File: src/rtl/id_ex_stage_reg.sv
// id_ex_stage_reg: ID/EX pipeline register with load-use hazard detection.
// It holds the decoded instruction for EX and feeds the forwarding unit and ALU.
// The stage squashes on a branch flush and freezes while MEM applies back-pressure.
// Optional macro IDEX_PERF_CNT_EN adds saturating bubble and stall counters.
// When the macro is undefined, both counter outputs are tied to 0.
module id_ex_stage_reg #(
   parameter int DATA_W = 32,
   parameter int CNT_W  = 16
) (
   input  logic              clk,
   input  logic              rst,
   input  logic              id_valid,
   input  logic [4:0]        id_rs,
   input  logic [4:0]        id_rt,
   input  logic [4:0]        id_rd,
   input  logic              id_uses_rt,
   input  logic [5:0]        id_aluop,
   input  logic              id_regwrite,
   input  logic              id_memread,
   input  logic              id_memwrite,
   input  logic [DATA_W-1:0] id_rdata1,
   input  logic [DATA_W-1:0] id_rdata2,
   input  logic [DATA_W-1:0] id_imm,
   input  logic              flush,
   input  logic              mem_stall,
   output logic [4:0]        IDEX_Rs,
   output logic [4:0]        IDEX_Rt,
   output logic [4:0]        IDEX_Rd,
   output logic              ex_valid,
   output logic [5:0]        ex_aluop,
   output logic              ex_regwrite,
   output logic              ex_memread,
   output logic              ex_memwrite,
   output logic [DATA_W-1:0] ex_rdata1,
   output logic [DATA_W-1:0] ex_rdata2,
   output logic [DATA_W-1:0] ex_imm,
   output logic              stall_ifid,
   output logic [CNT_W-1:0]  bubble_cnt,
   output logic [CNT_W-1:0]  stall_cnt
);

   logic              r_valid;
   logic [4:0]        r_rs;
   logic [4:0]        r_rt;
   logic [4:0]        r_rd;
   logic [5:0]        r_aluop;
   logic              r_regwrite;
   logic              r_memread;
   logic              r_memwrite;
   logic [DATA_W-1:0] r_rdata1;
   logic [DATA_W-1:0] r_rdata2;
   logic [DATA_W-1:0] r_imm;

   logic w_hazard;
   logic w_bubble;
   logic w_stall;

   // Load-use hazard: the held load writes a register the decode instruction reads.
   // Register 0 is never a hazard source.
   always_comb begin
      w_hazard = r_valid & r_memread & (r_rt != 5'd0) & id_valid
               & ((id_rs == r_rt) | (id_uses_rt & (id_rt == r_rt)));
      w_bubble = ~mem_stall & (flush | w_hazard);
      // Gating with rst keeps IF/ID free-running while reset is held.
      w_stall  = ~rst & (mem_stall | (w_hazard & ~flush));
   end

   assign stall_ifid = w_stall;

   // Pipeline register: freeze on mem_stall, bubble on flush or hazard, else capture.
   always_ff @(posedge clk or posedge rst) begin
      if (rst) begin
         r_valid    <= 1'b0;
         r_rs       <= '0;
         r_rt       <= '0;
         r_rd       <= '0;
         r_aluop    <= '0;
         r_regwrite <= 1'b0;
         r_memread  <= 1'b0;
         r_memwrite <= 1'b0;
         r_rdata1   <= '0;
         r_rdata2   <= '0;
         r_imm      <= '0;
      end else if (mem_stall) begin
         r_valid    <= r_valid;
      end else if (w_bubble) begin
         r_valid    <= 1'b0;
         r_rs       <= '0;
         r_rt       <= '0;
         r_rd       <= '0;
         r_aluop    <= '0;
         r_regwrite <= 1'b0;
         r_memread  <= 1'b0;
         r_memwrite <= 1'b0;
         r_rdata1   <= '0;
         r_rdata2   <= '0;
         r_imm      <= '0;
      end else begin
         // An empty decode slot must not carry side-effecting control into EX.
         r_valid    <= id_valid;
         r_rs       <= id_rs;
         r_rt       <= id_rt;
         r_rd       <= id_rd;
         r_aluop    <= id_aluop;
         r_regwrite <= id_valid & id_regwrite;
         r_memread  <= id_valid & id_memread;
         r_memwrite <= id_valid & id_memwrite;
         r_rdata1   <= id_rdata1;
         r_rdata2   <= id_rdata2;
         r_imm      <= id_imm;
      end
   end

   assign IDEX_Rs     = r_rs;
   assign IDEX_Rt     = r_rt;
   assign IDEX_Rd     = r_rd;
   assign ex_valid    = r_valid;
   assign ex_aluop    = r_aluop;
   assign ex_regwrite = r_regwrite;
   assign ex_memread  = r_memread;
   assign ex_memwrite = r_memwrite;
   assign ex_rdata1   = r_rdata1;
   assign ex_rdata2   = r_rdata2;
   assign ex_imm      = r_imm;

`ifdef IDEX_PERF_CNT_EN
   logic [CNT_W-1:0] r_bubble_cnt;
   logic [CNT_W-1:0] r_stall_cnt;

   // Saturating perf counters, cleared only by reset.
   always_ff @(posedge clk or posedge rst) begin
      if (rst) begin
         r_bubble_cnt <= '0;
         r_stall_cnt  <= '0;
      end else begin
         if (w_bubble && (r_bubble_cnt != {CNT_W{1'b1}}))
            r_bubble_cnt <= r_bubble_cnt + 1'b1;
         if (w_stall && (r_stall_cnt != {CNT_W{1'b1}}))
            r_stall_cnt <= r_stall_cnt + 1'b1;
      end
   end

   assign bubble_cnt = r_bubble_cnt;
   assign stall_cnt  = r_stall_cnt;
`else
   assign bubble_cnt = '0;
   assign stall_cnt  = '0;
`endif

endmodule
File: config.mk
export PLATFORM = sky130hd
export DESIGN_NAME = id_ex_stage_reg
export DESIGN_NICKNAME = d
export VERILOG_FILES = /design/src/rtl/id_ex_stage_reg.sv
export SDC_FILE = /design/constraint.sdc
export NUM_CORES = 1
export LEC_CHECK = 0
export CAP_MARGIN = 20
export CORE_AREA = 5 5 121 134
export DETAILED_ROUTE_END_ITERATION = 6
export DIE_AREA = 0 0 126 139
export GPL_TIMING_DRIVEN = 0
export PLACE_DENSITY = 0.8
export SYNTH_ARGS = -nofsm -noshare
export SYNTH_HDL_FRONTEND = slang
export SYNTH_SLANG_ARGS = --single-unit
File: constraint.sdc
create_clock -name clk -period 5.8 [get_ports clk]
set_input_delay 0.87 -clock clk [delete_from_list [all_inputs] [get_ports clk]]
set_output_delay 0.87 -clock clk [all_outputs]
set_load 0.005 [all_outputs]
==> results by group, run 1 <==
Status
  • Status: finished, final reports clean

Layout
  • Fin nets: 1043
  • Commonest cells after routing, fill and taps aside: clkdlybuf4s50_1 (245), dfrtp_1 (121), nand2_1 (112), a32oi_1 (107), o21ai_0 (61)
  • Area Growth Syn to Fin: 58.3%
  • Post-route cell area: 9530 um^2
  • Commonest non-fill, non-tap cell in the layout: clkdlybuf4s50_1
  • Fin util: 0.643
  • Fraction of layout instances using a drive strength above 1: 0.0978
  • Ant. Diodes: 0
  • Fin cells: 1126

Clocking
  • CTS Buf Count: 17
  • CTS tree: yes
  • Clock Path Buffers: 2
  • Htree depth: 4
  • Setup bufs post-CTS: 0
  • Post-CTS Resized: 0
  • Hold-fix buffers at CTS: 0
  • CTS root buffer: clkbuf_16
  • Reg clk slew, reported paths: 0.05 ns
  • Clock Latency Late Sink: 0.42 ns
  • Sink Count: 121

Synthesis
  • Syn Inst Count: 621
  • Sequential fraction of the synthesis area: 0.503
  • Yosys reg bits: 121
  • Synthesized area: 6020 um^2
  • Area contributors post-synth: dfrtp_1 (50%), a32oi_1 (16%), nand2_1 (7.0%), o21ai_0 (5.1%), o21ai_1 (4.7%)
  • YS warnings: 0
  • Area leader, netlist: dfrtp_1
  • Synth top area share: 0.503
  • Mean Syn Cell Area: 9.70 um^2
  • Yosys cell types: 28

Pwr
  • Power density cells: 296 nW/um^2
  • Clock power frac: 0.420
  • Total Power: 2820 uW
  • Switching share of power: 0.254
  • Seq pwr share: 0.361
  • Leakage: 0.00376 uW
  • Pint: 2110 uW
  • Switching Power: 717 uW
  • Peak VDD IR: 0.000176 V
  • Comb pwr share: 0.219

Place
  • Hpwl dp: 15.3 mm
  • Dpl cells: 1094
  • Port bufs: 245
  • DP Area: 8870 um^2
  • GPL Wtd Cong: 0.828

Drt
  • # DRC: 0
  • Vias post-DR: 6171
  • Total Wirelength: 21.3 mm
  • First DRT Iteration DRCs: 462
  • Routed WL per cell: 18.9 um
  • DRT Pass-1 Iters: 5
  • DR vias/cell: 5.48
  • Routed Antenna Nets: 0

Timing
  • Max transition margin: 0.473
  • Fmax: 0.250 GHz
  • Fin. Hold Viols: 0
  • RSZ-0062 raised after global routing: no
  • Slew Limit Fails: 0
  • Min cycle time layout: 4.01 ns
  • Worst slew pin tran: 0.790 ns
  • Hold slack: 0.483 ns
  • Final setup viols: 0
  • Fin crit share: 0.691
  • Clock Skew: 0.00820 ns

Floorplan
  • Core Region: 14800 um^2
  • # rows: 47
  • Starting Density: 0.407
  • Total die area: 17500 um^2
  • IO Count: 280
  • Die Span Y: 139 um
  • Chip width: 126 um

Global route
  • Initial antenna violation count: 0
  • Largest net degree at the start of global routing: 63
  • Vias in the first global route: 6183
  • Global router's overall resource usage: 0.237
  • First-pass GRT wire length: 33.6 mm
  • Remaining global-route overflow: 0

Worst hold path
  • Hold WC Path Type: reg -> reg

Setup path
  • Crit-path max FO: 10
  • CP required: 4.93 ns
  • Critical Path Start Type: primary input
  • CP Class: in -> out
  • CP Data Arrival Time: 3.14 ns
  • Worst setup EP type: output port

Job
  • Max_cap viols: 0
[final cells by class]
class | count | area (um^2)
Fill cell | 1209 | 5290
Sequential cell | 121 | 3030
Multi-Input combinational cell | 430 | 2540
Timing Repair Buffer | 246 | 2480
Buffer | 100 | 567
Clock buffer | 21 | 470
Tap cell | 196 | 245
Clock inverter | 11 | 193
Inverter | 1 | 8.76
[state kept, by name, summed over array words and instances, names as in the netlist]
name / cells
ex_imm: 32
ex_rdata1: 32
ex_rdata2: 32
ex_aluop: 6
IDEX_Rd: 5
IDEX_Rs: 5
IDEX_Rt: 5
ex_memread: 1
ex_memwrite: 1
ex_regwrite: 1
ex_valid: 1
[cells by family (layout without fill, tap and decap cells)]
| group | after synthesis | in the layout | share of synthesized area |
|---|---|---|---|
| flops | 121 | 121 | 0.503 |
| xor+xnor | 10 | 10 | 0.0145 |
| buf+inv | 101 | 379 | 0.0947 |
| simple gates | 143 | 143 | 0.108 |
| compound gates | 245 | 245 | 0.280 |
| other cells | 1 | 32 | 0.000622 |
[final timing paths]
check | slack [ns] | cells after the start | to | start
worst max-delay path | 1.79 | 7 | stall_ifid | id_rt[2]
worst min-delay path | 0.48 | 2 | ex_imm[21] | ex_imm[21]
worst max register to register | 3.56 | 6 | IDEX_Rd[4] | IDEX_Rt[2]
worst min register to register | 0.48 | 2 | ex_imm[21] | ex_imm[21]
max in group asynchronous | 4.10 | 3 | ex_rdata2[30] | rst
min in group asynchronous | 0.96 | 2 | ex_imm[20] | rst
[per-layer routing]
layer,global-route usage,vias to the layer above,routed length [um]
met2,0.396,256,10700
met4,0.0813,0,494
li1,-,2881,-
met5,0,-,0
met3,0.0743,34,1790
met1,0.291,3000,8340
[Yosys cell counts]
cell type,count
and3_1,1
nand4_1,1
buf_6,8
nand2_1,112
o21ai_1,56
or3b_2,10
nand2b_1,1
nor2_1,2
a22o_1,1
o22ai_1,1
buf_2,6
clkbuf_1,51
nor3b_1,13
inv_1,1
nand3_1,1
o31ai_1,1
a22oi_1,14
o221ai_1,3
a32oi_1,107
o21ai_2,1
conb_1,1
buf_1,2
or4_1,1
xnor2_1,10
buf_4,33
o21ai_0,61
dfrtp_1,121
nor3_1,1
[power groups by stage]
stage          clock (uW)  sequential (uW)  combinational, uW
2_1_floorplan           0             1030                218
3_3_place_gp            0             1030                605
3_5_place_dp            0             1030                619
4_1_cts              1200             1020                623
5_1_grt              1240             1030                672
6_report             1190             1020                618
[worst max-delay path: stages]
cell             delay, ns
clkdlybuf4s50_1       0.54
xnor2_1               0.14
nand4_1               0.22
o22ai_1               0.27
clkbuf_1              0.37
a22o_1                0.20
clkdlybuf4s50_1       0.51
[stage by stage]
step | worst slack [ns] | setup TNS, ns
6_report | 1.79 | 0
5_1_grt | 1.65 | 0
4_1_cts | 1.79 | 0
3_5_place_dp | 1.81 | 0
3_3_place_gp | -0.987 | -27.87
2_1_floorplan | 1.12 | 0
Power figures use the tool's default switching activity.
==> run 2: changes to the inputs <==
==> constraint.sdc (replaced) <==
create_clock -name clk -period 3.8 [get_ports clk]
set_input_delay 0.57 -clock clk [delete_from_list [all_inputs] [get_ports clk]]
set_output_delay 0.57 -clock clk [all_outputs]
set_load 0.005 [all_outputs]
==> run 2 against run 1 <==
Compared with the run above: first-iteration DRC count is 11% lower; register-to-register slack worse by 2.1 ns; clock skew hardly changed; routed wire length is 1.3% lower; critical path type unchanged; largest cell class unchanged.
==> results by group, run 2 (synthesis results as in run 1) <==
Clocking
  • Post-CTS Resized: 0
  • Clock Latency Late Sink: 0.42 ns
  • CTS root buffer: clkbuf_16
  • Reg clk slew, reported paths: 0.05 ns
  • CTS tree: yes
  • Setup bufs post-CTS: 0
  • CTS Buf Count: 17
  • Clock Path Buffers: 2
  • Sink Count: 121
  • Hold-fix buffers at CTS: 0
  • Htree depth: 4

Job
  • Max_cap viols: 0

Layout
  • Fin util: 0.637
  • Commonest cells after routing, fill and taps aside: clkdlybuf4s50_1 (245), dfrtp_1 (121), nand2_1 (112), a32oi_1 (107), o21ai_0 (61)
  • Fin cells: 1127
  • Post-route cell area: 9440 um^2
  • Commonest non-fill, non-tap cell in the layout: clkdlybuf4s50_1
  • Ant. Diodes: 0
  • Fin nets: 1045
  • Area Growth Syn to Fin: 56.7%
  • Fraction of layout instances using a drive strength above 1: 0.0956

Place
  • Dpl cells: 1096
  • Hpwl dp: 15.4 mm
  • DP Area: 8900 um^2
  • GPL Wtd Cong: 0.840
  • Port bufs: 245

Global route
  • Global router's overall resource usage: 0.234
  • First-pass GRT wire length: 33.1 mm
  • Vias in the first global route: 6077
  • Remaining global-route overflow: 0
  • Largest net degree at the start of global routing: 42
  • Initial antenna violation count: 0

Floorplan
  • Starting Density: 0.407
  • IO Count: 280
  • Chip width: 126 um
  • Total die area: 17500 um^2
  • # rows: 47
  • Core Region: 14800 um^2
  • Die Span Y: 139 um

Drt
  • DR vias/cell: 5.44
  • Vias post-DR: 6131
  • # DRC: 0
  • Total Wirelength: 21.0 mm
  • Routed Antenna Nets: 0
  • First DRT Iteration DRCs: 412
  • Routed WL per cell: 18.7 um
  • DRT Pass-1 Iters: 5

Timing
  • Fin crit share: 0.902
  • RSZ-0062 raised after global routing: no
  • Slew Limit Fails: 0
  • Fmax: 0.292 GHz
  • Min cycle time layout: 3.43 ns
  • Worst slew pin tran: 0.820 ns
  • Fin. Hold Viols: 0
  • Final setup viols: 0
  • Max transition margin: 0.453
  • Clock Skew: 0.00845 ns

Setup path
  • CP Class: in -> out
  • Crit-path max FO: 10
  • Critical Path Start Type: primary input
  • Worst setup EP type: output port
  • CP Data Arrival Time: 2.86 ns
  • CP required: 3.23 ns

Pwr
  • Power density cells: 423 nW/um^2
  • Leakage: 0.00371 uW
  • Total Power: 3990 uW
  • Peak VDD IR: 0.000274 V

Status
  • Status: finished, final reports clean

Worst hold path
  • Hold WC Path Type: reg -> reg
==> run 2: cell types whose count changed in the layout (fill, tap and decap cells not counted) <==
cell and change:
buf_12 +3, inv_6 -1, buf_16 -1, clkbuf_8 -1, clkbuf_1 +3, bufinv_16 -4
clkinv_4 -2, clkinvlp_4 +2, clkinv_2 +2
==> run 2: area by class of cell <==
cell class | count | area, um^2
clock buffers | 23 | 468
multi-input cells | 430 | 2540
plain buffers | 100 | 567
inverters | 1 | 7.51
flip-flops and latches | 121 | 3030
repair buffers | 248 | 2510
well taps | 196 | 245
clock inverters | 8 | 72.6
fillers | 1277 | 5380
==> run 2: through the flow <==
stage	setup WS [ns]	hold slack [ns]	setup TNS [ns]
finish	0.374	0.488	0
CTS	0.398	0.490	0
floorplan	0.395	0.481	0
global route	0.144	0.510	0
detailed placement	0.434	0.478	0
global placement	-1.51	0.468	-1.51
==> run 2: critical path, cell delays in order <==
cell	delay [ns]
clkdlybuf4s50_1	0.55
xnor2_1	0.16
nand4_1	0.25
o22ai_1	0.26
clkbuf_1	0.35
a22o_1	0.19
clkdlybuf4s50_1	0.52
==> run 2: final timing paths <==
kind                            start      endpoint  slack (ns)  depth (start not counted)
min in group asynchronous         rst    ex_imm[22]        0.62                          2
setup / recovery             id_rt[4]    stall_ifid        0.37                          7
setup reg to reg           IDEX_Rt[4]     ex_imm[4]        1.51                          6
hold reg to reg            ex_imm[28]    ex_imm[28]        0.49                          2
hold / removal             ex_imm[28]    ex_imm[28]        0.49                          2
max in group asynchronous         rst  ex_rdata1[6]        2.31                          4
==> run 2: report_power, final <==
part | switching (uW) | internal (uW)
registers | 106 | 1450
logic | 394 | 549
clock network | 566 | 923
total | 1070 | 2920
==> run 2: routing by layer <==
| metal | vias up | GRT usage | part of all wire |
|---|---|---|---|
| met1 | 2964 | 0.283 | 0.40 |
| met2 | 247 | 0.391 | 0.50 |
| met5 | - | 0 | 0 |
| li1 | 2877 | - | - |
| met3 | 43 | 0.0755 | 0.082 |
| met4 | 0 | 0.0858 | 0.026 |
==> run 3: changes to the inputs <==
==> constraint.sdc (replaced) <==
create_clock -name clk -period 3.8 [get_ports clk]
set_input_delay 0.57 -clock clk [delete_from_list [all_inputs] [get_ports clk]]
set_output_delay 0.57 -clock clk [all_outputs]
set_load 0.05 [all_outputs]
==> run 3 against run 2 <==
Compared with the run above: critical endpoint unchanged; critical path depth unchanged; final area is essentially flat; power rose by 16%; critical path type unchanged; largest power group is now combinational logic.
==> results by group, run 3 (synthesis results as in run 1) <==
Setup path
  • Critical Path Start Type: primary input
  • Levels on crit path: 7
  • Worst setup EP type: output port
  • Critical path buffers and inverters: 3
  • CP max-delay cell: clkdlybuf4s50_1
  • Crit-path max FO: 10
  • R2R Setup Slk: 1.50 ns
  • Reg-to-Reg End: ex_imm[4]
  • CP Class: in -> out
  • CP cell instances: clkdlybuf4s50_1 > xnor2_1 > nand4_1 > o22ai_1 > clkbuf_1 > a22o_1 > dlymetal6s2s_1
  • CP required: 3.23 ns
  • Slowest stage delay, CP: 0.55 ns
  • CP Data Arrival Time: 2.77 ns
  • Critical R2R Launch: IDEX_Rt[4]
  • FF-to-FF path depth: 6
  • Delay-heaviest family, CP: buffers and inverters
  • Crit. Startpoint: id_rt[4]

Clocking
  • Clock Path Buffers: 2
  • CTS Buf Count: 17
  • CTS tree: yes
  • Sink Count: 121
  • Hold-fix buffers at CTS: 0
  • Htree depth: 4
  • Clock Latency Late Sink: 0.42 ns
  • Reg clk slew, reported paths: 0.05 ns
  • CTS root buffer: clkbuf_16

Floorplan
  • Total die area: 17500 um^2
  • Chip width: 126 um
  • Die Span Y: 139 um
  • Core Region: 14800 um^2
  • Starting Density: 0.407
  • # rows: 47
  • IO Count: 280

Drt
  • Vias post-DR: 6109
  • DR vias/cell: 5.42
  • # DRC: 0
  • Top sig layer: met4
  • Routed Antenna Nets: 0
  • Met2 WL post-DR: 10.4 mm
  • WL met3: 1.76 mm
  • Routed length on met1: 8.32 mm
  • DRT Pass-1 Iters: 5
  • Total Wirelength: 21.0 mm
  • Routed WL per cell: 18.7 um
  • First DRT Iteration DRCs: 399

Job
  • Max_cap viols: 0

Timing
  • Fin crit share: 0.880
  • Clock Skew: 0.00850 ns
  • Hold slack: 0.488 ns
  • Fin. Hold Viols: 0
  • Setup TNS: 0 ns
  • RSZ-0062 raised after global routing: no
  • Worst slew pin tran: 0.813 ns
  • Max transition margin: 0.458
  • Fmax: 0.299 GHz
  • Slew Limit Fails: 0
  • Min cycle time layout: 3.34 ns
  • Final setup viols: 0

Place
  • Hpwl dp: 15.4 mm
  • Port bufs: 245
  • Dpl cells: 1096
  • DP Area: 8900 um^2
  • GPL Wtd Cong: 0.840

Worst hold path
  • HP Start: ex_imm[28]
  • Worst hold path depth: 2
  • Hold worst-path end: ex_imm[28]
  • Hold WC Path Type: reg -> reg

Layout
  • Ant. Diodes: 0
  • Post-route cell area: 9450 um^2
  • Commonest cells after routing, fill and taps aside: clkdlybuf4s50_1 (244), dfrtp_1 (121), nand2_1 (112), a32oi_1 (107), o21ai_0 (61)
  • Commonest non-fill, non-tap cell in the layout: clkdlybuf4s50_1
  • Fin cells: 1127
  • Fin util: 0.637
  • Fin nets: 1045
  • Area Growth Syn to Fin: 56.8%
  • Fraction of layout instances using a drive strength above 1: 0.0956

Global route
  • Vias in the first global route: 6077
  • First-pass GRT wire length: 33.1 mm
  • Global router's overall resource usage: 0.234
  • Remaining global-route overflow: 0
  • Largest net degree at the start of global routing: 42
  • Initial antenna violation count: 0

Pwr
  • Power density cells: 490 nW/um^2
  • Peak VDD IR: 0.000317 V
  • Leakage: 0.00372 uW

Status
  • Status: finished, final reports clean
==> run 3: cell count changes in the layout (fill, tap and decap cells not counted) <==
| cell | change |
|---|---|
| clkdlybuf4s50_1 | -1 |
| dlymetal6s2s_1 | +1 |
==> run 3: area by class of cell <==
type | instances | area (um^2)
clock buffers | 23 | 468
flip-flops and latches | 121 | 3030
repair buffers | 248 | 2510
clock inverters | 8 | 72.6
inverters | 1 | 7.51
fillers | 1276 | 5370
well taps | 196 | 245
plain buffers | 100 | 567
multi-input cells | 430 | 2540
==> run 3: routing by layer <==
| metal | track usage | vias to the layer above |
|---|---|---|
| li1 | - | 2875 |
| met1 | 0.283 | 2943 |
| met2 | 0.391 | 250 |
| met3 | 0.0755 | 41 |
| met4 | 0.0858 | 0 |
| met5 | 0 | - |
==> run 3: tightest hold or removal path: stages, from the launching register on <==
cell and delay (ns):
dfrtp_1 0.34, a32oi_1 0.05, o21ai_1 0.06
==> run 3: how the worst max path moves through the flow <==
stage                       endpoint
after CTS                 stall_ifid
after global placement    stall_ifid
after detailed placement  stall_ifid
after floorplan           stall_ifid
final                     stall_ifid
after global routing      stall_ifid
==> run 3: power breakdown <==
group          internal [uW]  total [uW]  switching [uW]
Sequential              1450        1560             106
Combinational            551        1580            1030
Clock                    923        1490             566
==> run 3: through the flow <==
| step | worst slack, ns | power [uW] |
|---|---|---|
| after floorplan | 0.194 | 2530 |
| after global routing | 0.232 | 4800 |
| after CTS | 0.0971 | 4650 |
| final | 0.456 | 4620 |
| after global placement | -1.76 | 3130 |
| after detailed placement | 0.165 | 3160 |
==> run 3: what timing repair did <==
item                                   CTS  global route
gates resized for setup                  0             1
endpoints found under the hold margin    0             0
setup endpoints to repair                0             1
buffers inserted                         0             0
